[config.mk]
export PLATFORM = sky130hd
export DESIGN_NAME = clb_bank_config_ctrl
export DESIGN_NICKNAME = d
export VERILOG_FILES = /design/src/rtl/clb_bank_config_ctrl.sv
export SDC_FILE = /design/constraint.sdc
export NUM_CORES = 2
export LEC_CHECK = 0
export CORE_AREA = 5 5 414 416
export DETAILED_ROUTE_END_ITERATION = 10
export DIE_AREA = 0 0 419 421
export HOLD_SLACK_MARGIN = 0.15
export PLACE_DENSITY = 0.49
export SLEW_MARGIN = 20
export SYNTH_ARGS = -nofsm -noshare
export SYNTH_HDL_FRONTEND = slang
export SYNTH_SLANG_ARGS = --single-unit
[constraint.sdc]
create_clock -name clk -period 2.2 [get_ports clk]
set_input_delay 0.44 -clock clk [delete_from_list [all_inputs] [get_ports clk]]
set_output_delay 0.44 -clock clk [all_outputs]
set_load 0.01 [all_outputs]
[src/rtl/clb_bank_config_ctrl.sv]
// Memory-bank configuration controller for a grid_clb tile.
// Assembles one bl frame per row from a word stream, then pulses that row's wl.
module clb_bank_config_ctrl #(
    parameter int NUM_BL   = 1020,
    parameter int NUM_WL   = 1,
    parameter int DATA_W   = 32,
    parameter int WL_PULSE = 2
) (
    input  logic              clk,
    input  logic              reset,
    input  logic              cfg_start,
    input  logic              cfg_abort,
    input  logic [DATA_W-1:0] cfg_data,
    input  logic              cfg_valid,
    output logic              cfg_ready,
    output logic [0:NUM_BL-1] bl,
    output logic [0:NUM_WL-1] wl,
    output logic              cfg_busy,
    output logic              cfg_done
);

    localparam int WPR = (NUM_BL + DATA_W - 1) / DATA_W;
    localparam int WCW = (WPR > 1) ? $clog2(WPR) : 1;
    localparam int RCW = (NUM_WL > 1) ? $clog2(NUM_WL) : 1;
    localparam int PCW = (WL_PULSE > 1) ? $clog2(WL_PULSE) : 1;
    localparam logic [WCW-1:0] WORD_LAST  = WCW'(WPR - 1);
    localparam logic [RCW-1:0] ROW_LAST   = RCW'(NUM_WL - 1);
    localparam logic [PCW-1:0] PULSE_LAST = PCW'(WL_PULSE - 1);

    typedef enum logic [2:0] {
        S_IDLE, S_LOAD, S_PULSE, S_GAP, S_DONE
    } state_t;

    state_t           state;
    logic [WCW-1:0]   word_cnt;
    logic [RCW-1:0]   row_cnt;
    logic [PCW-1:0]   pulse_cnt;
    logic [WPR-1:0]   word_hit;
    logic [0:NUM_BL-1] bl_next;
    logic [0:NUM_WL-1] row_hot;

    // Per-bit slice select; bits past NUM_BL-1 in the last word have no target.
    for (genvar k = 0; k < WPR; k++) begin : g_word
        assign word_hit[k] = (word_cnt == WCW'(k));
    end
    for (genvar i = 0; i < NUM_BL; i++) begin : g_bl
        assign bl_next[i] = word_hit[i / DATA_W] ? cfg_data[i % DATA_W] : bl[i];
    end
    for (genvar r = 0; r < NUM_WL; r++) begin : g_row
        assign row_hot[r] = (row_cnt == RCW'(r));
    end

    assign cfg_ready = (state == S_LOAD);
    assign cfg_busy  = (state != S_IDLE);
    assign cfg_done  = (state == S_DONE);

    always_ff @(posedge clk) begin
        if (!reset) begin
            state     <= S_IDLE;
            word_cnt  <= '0;
            row_cnt   <= '0;
            pulse_cnt <= '0;
            bl        <= '0;
            wl        <= '0;
        end else if (cfg_abort && state != S_IDLE) begin
            // Abort wins over any accept this cycle; bl keeps what it has.
            state <= S_IDLE;
            wl    <= '0;
        end else begin
            case (state)
                S_IDLE: begin
                    if (cfg_start && !cfg_abort) begin
                        state    <= S_LOAD;
                        word_cnt <= '0;
                        row_cnt  <= '0;
                    end
                end
                S_LOAD: begin
                    if (cfg_valid) begin
                        bl <= bl_next;
                        if (word_cnt == WORD_LAST) begin
                            word_cnt  <= '0;
                            pulse_cnt <= '0;
                            wl        <= row_hot;
                            state     <= S_PULSE;
                        end else begin
                            word_cnt <= word_cnt + 1'b1;
                        end
                    end
                end
                S_PULSE: begin
                    if (pulse_cnt == PULSE_LAST) begin
                        wl    <= '0;
                        state <= S_GAP;
                    end else begin
                        pulse_cnt <= pulse_cnt + 1'b1;
                    end
                end
                S_GAP: begin
                    if (row_cnt == ROW_LAST) begin
                        state <= S_DONE;
                    end else begin
                        row_cnt  <= row_cnt + 1'b1;
                        word_cnt <= '0;
                        state    <= S_LOAD;
                    end
                end
                S_DONE: state <= S_IDLE;
                default: begin
                    state <= S_IDLE;
                    wl    <= '0;
                end
            endcase
        end
    end

endmodule

==> out/qor.yml <==
status: "complete, but fails checks"
violations: "setup timing"
yosys.area_share.adder_pct: 0.2040
synth_xor_area_share_pct: 0
cp_cell_sequence: "buf_6, or3b_4, inv_4, buf_12"
max_freq_ghz: 0.4500
clockRootBuffer: "clkbuf_16"
endpoint: "cfg_ready"
skew_ns: 0.03718
r2r_cells: 7
slew_violations: 0
r2r_slack_ns: 0.16
synth_top_family_by_area: "multiplexers"
synth_compound_area_share_pct: 1.166
antenna_found_initial: 15
tns_ns: -0.02213
initial_utilization_pct: 22.05
vias_per_cell: 4.223
grt_max_degree: 135
clk_latency_ns: 0.76
worstPathArrival_ns: 1.78
r2r-start: "state[1]$_SDFFE_PP0P_"
required_ns: 1.76
avgSynthCellArea_um2: 10.39
fin_crit_ns: 2.222
final.setup.worst_slack_ns: -0.02213
placementRows: 150
clock-sinks: 1030
first_pass_iters: 5
finalCritPeriodShare_pct: 101.0
synthCells: 3542
vias: 29017
mostFrequentLayoutCell: "dfxtp_1"
wl_per_cell_um: 24.81
tritoncts: "done"
syn-num-nets: 3585
coreArea_mm2: 0.1668
reg2reg_to: "bl[390]$_SDFFE_PN0P_"
gp_congestion: 0.7677
maxCapViolCount: 0
ys_warn_count: 0
synth_area_leaders: "dfxtp_1 (56%), mux2i_1 (26%), nand2_1 (10%)"
ir_worst_vdd_uv: 585.3
fin_nets: 4605
setup_viol: 1
cp-start-kind: "flop"
grt_use_total_pct: 18.54
synth_area_mm2: 0.03680
seqPwrFrac_pct: 46.7
hold_class: "flop to flop"
ys_seq_area_share_pct: 56.04
die_h_um: 421
drive_gt1_share_pct: 9.296
wl_mm: 170.5
power.switching_mw: 9.658
io_buffers: 1060
final_cell_mix: "dfxtp_1 (1,026), nand2_1 (968), mux2i_1 (961), clkdlybuf4s50_1 (649), dlygate4sd2_1 (400)"
final_util_pct: 32.66
internal_power_mw: 30.30
drtIter0Drc: 1690
comb_power_share_pct: 4.0
timing.slew.headroom_pct: 53.13
crit_family: "simple AND/OR/NAND/NOR gates"
drtAntennaViolNets: 0
cp_slowest_cell: "or3b_4"
switching_share_pct: 24.17
critical_path_depth: 4
p_clk_share_pct: 49.3
worstMarginPinSlew_ns: 0.7030
synth.distinct_cells: 37
grt_overflow: 0
numCtsBuffers: 116
io_pins: 1061
fp.dieArea_mm2: 0.1764
critPathBufInv: 3
synthSimpleGateAreaFrac_pct: 12.51
rsz0062_at_grt: "true"
cts_max_path_buffers: 3
slowest_delay_ns: 0.41
area_delta_synth_final_pct: 48.09
die_w_um: 419
hold_violations: 0
yosys-mux-area-fraction_pct: 26.14
dp_hpwl_mm: 118.8
path_class: "flop to primary output"
grt_pass1_vias: 28701
crit_start: "state[1]$_SDFFE_PP0P_"
clk_pin_slew_ns: 0.06
synth_largest_area_cell: "dfxtp_1"
powerDensity_mw_per_mm2: 733.3
leakagePower_nw: 23.25
synth-seq-cells: 1030
crit_path_max_fanout: 4
drc: 0
yosys.area.top_type_share_pct: 56.04
h-tree-depth: 3
endpoint_kind: "primary output"
grt_pass1_wl_mm: 234.1
-- sequential cells by signal, indices dropped and copies added (netlist names) --
| signal | flops |
|---|---|
| word_cnt | 5 |
| wl | 1 |
| pulse_cnt | 1 |
| bl | 1020 |
| state | 3 |
-- synthesized netlist by cell type --
cell type  count
o22ai_1        2
buf_1          7
or2_1          2
o31a_1         1
a2111oi_2      1
buf_6          1
or3b_2         1
o211ai_1       1
nor3_1         4
o21a_1         1
nand4_1        2
and4_1         1
nor3_4        10
nand3_1       61
nor2_1        10
o32ai_1        1
clkbuf_1     225
mux2i_1      961
nor3b_1        1
nand4bb_1      1
o21ai_0       62
and3_1         2
ha_1           6
buf_4         30
a21oi_1        1
o22a_1         1
a32oi_1        2
buf_2         64
nor2b_1        9
nor3_2         8
a21boi_0       2
dfxtp_1     1030
nand3b_1       1
a31oi_1        2
inv_1          6
nand2b_1      10
nand2_1     1012
-- worst min-delay path: stages, from the launching register on --
cell and delay, ns:
dfxtp_1 0.30, nand2_1 0.05, mux2i_1 0.05
-- per-stage QoR --
stage	power (mW)	cell area (um2)	hold slack, ns	instances	setup WS [ns]
5_1_grt	41.34	54480	0.4664	6864	-0.1189
2_1_floorplan	19.71	36800	0.4790	3542	0.2722
4_1_cts	40.61	54440	0.4536	6861	-0.1492
6_report	39.96	54490	0.4504	6871	-0.02213
3_5_place_dp	20.73	50980	0.4452	6641	-0.5733
3_3_place_gp	20.72	50980	0.4412	6641	-0.5859
-- layer usage --
metal	vias to the layer above	routed length (um)	track usage [%]	part of all wire [%]
li1	13738	-	-	-
met1	14274	67770	21.37	40
met2	784	88110	33.98	52
met3	221	8951	3.659	5.3
met4	0	5641	6.364	3.3
met5	-	0	0	0
-- cells by family after synthesis --
family / Yosys count
multiplexers: 961
adder cells (fa/ha/maj): 6
buffers and inverters: 333
flip-flops: 1030
AO/OA/AOI/OAI: 77
AND/OR/NAND/NOR: 1135
-- how the worst min path moves through the flow --
stage / startpoint / endpoint / slack (ns) / cells past startpoint
after floorplan: bl[384]$_SDFFE_PN0P_ / bl[384]$_SDFFE_PN0P_ / 0.48 / 2
after global placement: bl[473]$_SDFFE_PN0P_ / bl[473]$_SDFFE_PN0P_ / 0.44 / 2
after detailed placement: bl[629]$_SDFFE_PN0P_ / bl[629]$_SDFFE_PN0P_ / 0.45 / 2
after CTS: bl[928]$_SDFFE_PN0P_ / bl[928]$_SDFFE_PN0P_ / 0.45 / 2
after global routing: bl[852]$_SDFFE_PN0P_ / bl[852]$_SDFFE_PN0P_ / 0.47 / 2
final: bl[556]$_SDFFE_PN0P_ / bl[556]$_SDFFE_PN0P_ / 0.45 / 2
-- final cells by class --
cell class / instances / area (um2)
Sequential cell: 1030 / 20630
Timing Repair Buffer: 1229 / 12270
Antenna cell: 9 / 22.52
Clock buffer: 176 / 3458
Fill cell: 17137 / 112400
Tap cell: 2204 / 2758
Multi-Input combinational cell: 2179 / 14910
Clock inverter: 38 / 422.9
Inverter: 6 / 25.02
-- power groups by stage --
stage               combinational [mW]  sequential (mW)  clock, mW
floorplan                        0.613             19.1          0
CTS                               1.65             18.7       20.3
finish                            1.60             18.7       19.7
global route                      1.69             18.7       21.0
global placement                  1.63             19.1          0
detailed placement                1.63             19.1          0
-- repair_timing --
action,CTS,global route
resized for setup,418,8
setup endpoints to repair,404,82
hold endpoints to repair,2,0
pin swaps,2,0
hold buffers,1,0
buffers inserted,5,1
Note: power is estimated with default switching activity, not from simulation.
